### src/rtl/seg_scan_driver.sv
// Eight-digit multiplexed seven-segment scanner: one digit per CLK_DIV-clock slot,
// blanking at slot start, frame-wide snapshot of N/status so a frame never tears.
module seg_scan_driver #(
    parameter int CLK_DIV   = 50000,
    parameter int BLANK_CYC = 500,
    parameter int LZ_BLANK  = 0
) (
    input  logic        clk,
    input  logic        rst_n,
    input  logic [31:0] N,
    input  logic [1:0]  status,
    output logic [7:0]  an,
    output logic [7:0]  seg,
    output logic        frame_done
);

    localparam int CW = (CLK_DIV > 1) ? $clog2(CLK_DIV) : 1;
    localparam logic [CW-1:0] CNT_MAX   = CW'(CLK_DIV - 1);
    localparam logic [CW:0]   BLANK_END = (CW + 1)'(BLANK_CYC);

    logic [CW-1:0] cnt_q, cnt_d;
    logic [2:0]    idx_q, idx_d;
    logic [31:0]   shadow_n_q, shadow_n_d;
    logic [1:0]    shadow_st_q, shadow_st_d;
    logic [7:0]    an_q, an_d;
    logic [7:0]    seg_q, seg_d;
    logic          frame_done_q, frame_done_d;

    logic        tick, snap, dp_on, lz_off;
    logic [31:0] nib_shift;

    function automatic logic [6:0] hex7(input logic [3:0] v);
        logic [6:0] r;
        case (v)
            4'h0: r = 7'h40;  4'h1: r = 7'h79;  4'h2: r = 7'h24;  4'h3: r = 7'h30;
            4'h4: r = 7'h19;  4'h5: r = 7'h12;  4'h6: r = 7'h02;  4'h7: r = 7'h78;
            4'h8: r = 7'h00;  4'h9: r = 7'h10;  4'hA: r = 7'h08;  4'hB: r = 7'h03;
            4'hC: r = 7'h46;  4'hD: r = 7'h21;  4'hE: r = 7'h06;  default: r = 7'h0E;
        endcase
        return r;
    endfunction

    always_comb begin
        tick         = (cnt_q == CNT_MAX);
        cnt_d        = tick ? '0 : cnt_q + CW'(1);
        idx_d        = tick ? idx_q + 3'd1 : idx_q;
        snap         = tick && (idx_q == 3'd7);
        shadow_n_d   = snap ? N : shadow_n_q;
        shadow_st_d  = snap ? status : shadow_st_q;
        frame_done_d = snap;

        // Everything at and above the current nibble; zero means a leading zero.
        nib_shift = shadow_n_q >> {idx_q, 2'b00};
        dp_on     = (shadow_st_q != 2'd3) && (idx_q == (3'd4 + {1'b0, shadow_st_q}));
        lz_off    = (LZ_BLANK != 0) && (idx_q != 3'd0) && (nib_shift == 32'd0) && !dp_on;

        an_d  = 8'hFF;
        seg_d = 8'hFF;
        if (({1'b0, cnt_q} >= BLANK_END) && !lz_off) begin
            an_d  = ~(8'd1 << idx_q);
            seg_d = {~dp_on, hex7(nib_shift[3:0])};
        end
    end

    always_ff @(posedge clk or negedge rst_n) begin
        if (!rst_n) begin
            cnt_q        <= '0;
            idx_q        <= 3'd0;
            shadow_n_q   <= 32'd0;
            shadow_st_q  <= 2'd0;
            an_q         <= 8'hFF;
            seg_q        <= 8'hFF;
            frame_done_q <= 1'b0;
        end else begin
            cnt_q        <= cnt_d;
            idx_q        <= idx_d;
            shadow_n_q   <= shadow_n_d;
            shadow_st_q  <= shadow_st_d;
            an_q         <= an_d;
            seg_q        <= seg_d;
            frame_done_q <= frame_done_d;
        end
    end

    assign an         = an_q;
    assign seg        = seg_q;
    assign frame_done = frame_done_q;

endmodule

### config.mk
export PLATFORM = sky130hd
export DESIGN_NAME = seg_scan_driver
export DESIGN_NICKNAME = d
export VERILOG_FILES = /design/src/rtl/seg_scan_driver.sv
export SDC_FILE = /design/constraint.sdc
export NUM_CORES = 1
export LEC_CHECK = 0
export ABC_AREA = 0
export CAP_MARGIN = 10
export CORE_MARGIN = 2
export CORE_UTILIZATION = 65
export CTS_CLUSTER_SIZE = 24
export DETAILED_ROUTE_END_ITERATION = 10
export DONT_BUFFER_PORTS = 1
export HOLD_SLACK_MARGIN = 0.12
export PLACE_DENSITY = 0.81
export SLEW_MARGIN = 20
export SYNTH_ARGS = -nofsm -noshare
export SYNTH_HDL_FRONTEND = slang
export SYNTH_SLANG_ARGS = --single-unit
### constraint.sdc
create_clock -name clk -period 6.8 [get_ports clk]
set_input_delay 1.36 -clock clk [delete_from_list [all_inputs] [get_ports clk]]
set_output_delay 1.36 -clock clk [all_outputs]
set_load 0.01 [all_outputs]
Word-level counts from Yosys, hierarchy flattened
Memories as Yosys holds them, arrays and structs flattened. Cells that the tools add are included.

Memories kept: 1. Word-level logic and storage cells: 25. Memory bits (read-only): 112. Input bits: 36. Bits in registers: 70. Output and inout port bits: 17.

Equality and inequality tests: 4. Reduce and logical (&&, ||, !) cells: 2. Bitwise operators: 2. Add/sub/neg operators: 3. Order comparisons: 1. Multiplexer cells: 3. Shift operators: 2.

Memories: (no name shown) (depth 16, bits a word 7, rd ports 1, clocked after Yosys merged registers in 0, write ports 0, RTL line 34) `case (v)`.

Operators with widths (count): >> shifter 32 x 5 -> 4 bit (1); adder 16 x 1 -> 16 bit (second input constant) (1); equality test 16 bit (second input constant) (1); >= comparator 16 x 9 -> 1 bit (second input constant) (1); two-way mux 16 bit (1); two-way mux 8 bit (2); NOT 8 bit (1); left shift 1 x 3 -> 8 bit (first input constant) (1); adder 3 x 1 -> 3 bit (second input constant) (1); adder 3 x 2 -> 3 bit (first input constant) (1); equality test 3 bit (1); equality test 3 bit (second input constant) (1); logical AND 1 bit (2); inequality test 2 bit (second input constant) (1); NOT 1 bit (1).

Logic depth before layout (Yosys ltp)
Depth in word-level cells: 5. Gate-level depth with buffers: 10. Depth with buffers taken out: 9.

Least setup slack after synthesis
No wires, ideal clock.

Kind: register to register. Start point: register idx_q[0]. End point: register seg_q[4], in the netlist seg[4]. Slack: 4.486 ns. Clock period less this slack: 2.314 ns. Arrival time: 2.201 ns. Stages on the path, launching flop included: 8. Data required time: 6.686 ns. Setup time: 0.114 ns. Buffers on the path: 1. Cell sequence: dfrtp_1 > buf_2 > mux4_2 > mux2_2 > ha_1 > mux2_2 > nand2_1 > o311ai_0.

Longest elaborated chain between the ends: 3.

RTL lines: start: declaration (RTL line 22) `logic [2:0] idx_q, idx_d;`; start signal: assignment (RTL line 76) `idx_q <= idx_d;`; >> shifter 32 x 5 -> 4 bit (RTL line 53) `nib_shift = shadow_n_q >> {idx_q, 2'b00};`; memory read (16 x 7 bit); two-way mux 8 bit (RTL line 59) `if (({1'b0, cnt_q} >= BLANK_END) && !lz_off) begin`; via seg_d[4] (RTL line 26) `logic [7:0] seg_q, seg_d;`; end signal: assignment (RTL line 80) `seg_q <= seg_d;`; end: declaration (RTL line 26).

The timed path passes the listed nets, and every way through them passes these cells. A chain may end at the register's enable or synchronous reset.

Worst setup path in the final report
Start point: register cnt_q[0]. End point: register shadow_n_q[3].

Longest elaborated chain between the ends: 2.

RTL lines: start: declaration (RTL line 21) `logic [CW-1:0] cnt_q, cnt_d;`; start signal: assignment (RTL line 75) `cnt_q <= cnt_d;`; equality test 16 bit (RTL line 44) `tick = (cnt_q == CNT_MAX);`; logical AND 1 bit (RTL line 47) `snap = tick && (idx_q == 3'd7);`; end signal: assignment (RTL line 77) `shadow_n_q <= shadow_n_d;`; end: declaration (RTL line 23) `logic [31:0] shadow_n_q, shadow_n_d;`.

Every way passes these cells.

==> flow_summary.json <==
{
  "worstPathRequired_ns": 7.02,
  "mappedNetlistArea_um2": 3410,
  "hold_class": "reg2reg",
  "finalInstanceArea_um2": 3630,
  "synth_adder_area_share_pct": 5.14,
  "drtAntennaViolNets": 0,
  "worst_skew_pair.late_latency_ns": 0.34,
  "io_buffer_count": 0,
  "synthesis.area_per_instance_um2": 13.1,
  "peakVddDrop_mv": 0.135,
  "layout-area-overhead-vs-synth_pct": 6.61,
  "compound_gate_portion_of_the_synthesized_area_pct": 4.00,
  "num_rows": 26,
  "grt.total_usage_pct": 21.3,
  "detail_route.iter0.violations": 117,
  "tritoncts": "done",
  "drive_above_1_share_pct": 28.5,
  "initial_core_util_pct": 67.1,
  "clock_pin_transition_on_the_worst_setup_and_hold_timing_paths_ns": 0.07,
  "dpl-instance-area_um2": 3440,
  "cts_hold_repair.buffers": 0,
  "final_min_period_over_clock_period_pct": 44.5,
  "ys_types": 41,
  "detailed_place_hpwl_um": 4000,
  "fin_crit_ns": 3.02,
  "vias_post_dr": 1899,
  "via_count_of_the_first_global_routing_pass": 1951,
  "die_x_um": 76.4,
  "cts.htree.levels": 3,
  "clock_buffers_created_by_tritoncts": 9,
  "synth_mux_area_share_pct": 21.0,
  "critical_path_peak_fanout": 34,
  "die-area_um2": 5840,
  "diodes": 0,
  "worstSetupPathType": "reg2reg",
  "setup_violations": 0,
  "place_congestion": 0.787,
  "grt_antenna_before_repair": 0,
  "globalRouteOverflowTotal": 0,
  "fin_cells": 337,
  "cts-root-buf": "sky130_fd_sc_hd__clkbuf_8",
  "yosys_synthesis_warning_count": 0,
  "run_status": "complete, no violations",
  "cap_violations": 0,
  "post_synth_and_or_nand_nor_area_fraction_pct": 10.4,
  "drc": 0,
  "die_h_um": 76.4,
  "power_density_nw_per_um2": 219,
  "post_cts_buffers": 0,
  "max_slew.worst_pin.slew_ns": 0.824,
  "ys_seq_elements": 70,
  "placeableCoreArea_um2": 5070,
  "end_kind": "register",
  "cts_num_sinks": 70,
  "boundaryPins": 53,
  "maxSlewHeadroom_pct": 44.7,
  "detail_route.first_pass.iterations": 4,
  "synth_sequential_area_ratio_pct": 52.0,
  "dp.cells": 321,
  "routed_wire_length_per_instance_um": 16.6,
  "finClkSkew_ns": 0.0109,
  "cp_data_arrival_time_ns": 3.24,
  "postSynthCellCount": 260,
  "global_route_wire_length_before_repair_um": 9520,
  "grt_start_max_net_pins": 71,
  "grt_setup_unrepaired": "false",
  "via_per_instance_ratio": 5.64,
  "slew_viol_final": 0,
  "fmax_ghz": 0.331,
  "timing.critical_path.from_type": "register",
  "final.setup.tns_ns": 0,
  "combinational_family_with_the_most_area_after_synthesis": "multiplexers",
  "final-hold-violation-count": 0,
  "clock_tree.buffer_depth": 2,
  "post_cts.resized_instances": 0,
  "leakagePower_uw": 0.00166,
  "final_nets": 312,
  "mappedNetlistNets": 310,
  "synth_xor_area_share_pct": 4.37,
  "routed_wirelength_um": 5610
}
metrics by stage:
step	power [uW]	utilization [%]	setup WS [ns]	hold WS, ns
2_1_floorplan	466	-	4.49	0.454
3_3_place_gp	470	67.7	3.87	0.472
3_5_place_dp	472	67.7	3.78	0.483
4_1_cts	801	71.6	3.76	0.493
5_1_grt	829	71.6	3.56	0.510
6_report	794	71.6	3.78	0.491
report_power, final:
| group | internal [uW] | leakage, uW | switching (uW) |
|---|---|---|---|
| clock network | 190 | 0.0000979 | 139 |
| registers | 427 | 0.000830 | 6.24 |
| logic | 19.7 | 0.000732 | 11.4 |
placed cells by master, fill, tap and decap left out, types with 2 or more instances in the layout:
master and instances:
sky130_fd_sc_hd__inv_1 12, sky130_fd_sc_hd__o21ai_0 4, sky130_fd_sc_hd__mux2_4 30, sky130_fd_sc_hd__nand4_1 3
sky130_fd_sc_hd__nor2b_1 3, sky130_fd_sc_hd__dfrtp_1 54, sky130_fd_sc_hd__clkbuf_1 4, sky130_fd_sc_hd__mux2_2 8
sky130_fd_sc_hd__clkbuf_8 11, sky130_fd_sc_hd__nor2_1 17, sky130_fd_sc_hd__mux4_2 6, sky130_fd_sc_hd__nor4_1 4
sky130_fd_sc_hd__nand2_1 23, sky130_fd_sc_hd__xor2_1 9, sky130_fd_sc_hd__ha_1 14, sky130_fd_sc_hd__mux2i_1 4
sky130_fd_sc_hd__nor3_1 3, sky130_fd_sc_hd__nand3_1 8, sky130_fd_sc_hd__xnor2_1 8, sky130_fd_sc_hd__dfstp_2 16
sky130_fd_sc_hd__a21oi_1 4, sky130_fd_sc_hd__o221ai_1 2, sky130_fd_sc_hd__a311oi_1 2
metal layers:
metal  GRT usage (%)  up-vias  routed length (um)  part of all wire (%)
met2            31.5       49                2630                    47
met3            7.35        8                 299                   5.3
li1                -      910                   -                     -
met1            29.1      932                2590                    46
met4            8.18        0                  94                   1.7
met5               0        -                   0                     0
cells in the mapped netlist (all sizes together):
cell type	count	area, um2
dfrtp	54	1350
mux2	38	541
nand2	24	97.6
nor2	17	63.8
dfstp	16	420
ha	14	175
inv	12	45.0
xor2	9	78.8
nand3	8	40.0
xnor2	8	70.1
mux4	6	135
buf	5	43.8
nor4	5	46.3
o21ai	5	25.0
a21oi	4	20.0
clkbuf	4	15.0
mux2i	4	40.0
nand4	3	18.8
nor2b	3	18.8
nor3	3	15.0
a311oi	2	17.5
o221ai	2	17.5
or4	2	18.8
a22oi	1	7.51
a2bb2oi	1	8.76
a31oi	1	6.26
a32oi	1	8.76
and2	1	6.26
and3	1	6.26
and4	1	8.76
nor4b	1	8.76
o21a	1	7.51
o311ai	1	8.76
o31a	1	8.76
or2	1	6.26
registers in the layout, summed over array words and instances (netlist names):
| register | flops |
|---|---|
| cnt_q | 16 |
| shadow_n_q | 32 |
| shadow_st_q | 2 |
| seg | 8 |
| idx_q | 3 |
| an | 8 |
| frame_done | 1 |
critical path, stage by stage, from the launching register on:
cell                      delay (ns)
sky130_fd_sc_hd__dfrtp_1        0.41
sky130_fd_sc_hd__ha_1           0.23
sky130_fd_sc_hd__nand4_1        0.14
sky130_fd_sc_hd__or4_4          0.52
sky130_fd_sc_hd__nor4_4         0.63
sky130_fd_sc_hd__nand2_4        0.52
sky130_fd_sc_hd__mux2_4         0.44
cell families (layout without fill, tap and decap cells):
kind of cell,Yosys count,count (layout)
muxes,48,48
DFF,70,70
and+or+nand+nor,70,70
AOI/OAI and AO/OA,20,20
adders and majority gates,14,14
buffers and inverters,21,28
xor gates and xnor gates,17,17
layout make-up:
cell class	count	area, um2
Fill cell	363	1440
Tap cell	70	87.6
Inverter	12	45.0
Clock inverter	1	30.0
Sequential cell	70	1770
Clock buffer	15	166
Multi-Input combinational cell	169	1530
path summary, 6_finish.rpt:
kind	to	start	cells after the start	slack [ns]
setup / recovery	shadow_n_q[3]	cnt_q[0]	6	3.78
hold / removal	cnt_q[13]	cnt_q[13]	1	0.49
setup reg to reg	shadow_n_q[3]	cnt_q[0]	6	3.78
hold reg to reg	cnt_q[13]	cnt_q[13]	1	0.49
max in group asynchronous	an[0]	rst_n	0	5.88
min in group asynchronous	cnt_q[5]	rst_n	0	0.71
No activity file was read; power rests on OpenSTA's default activity.
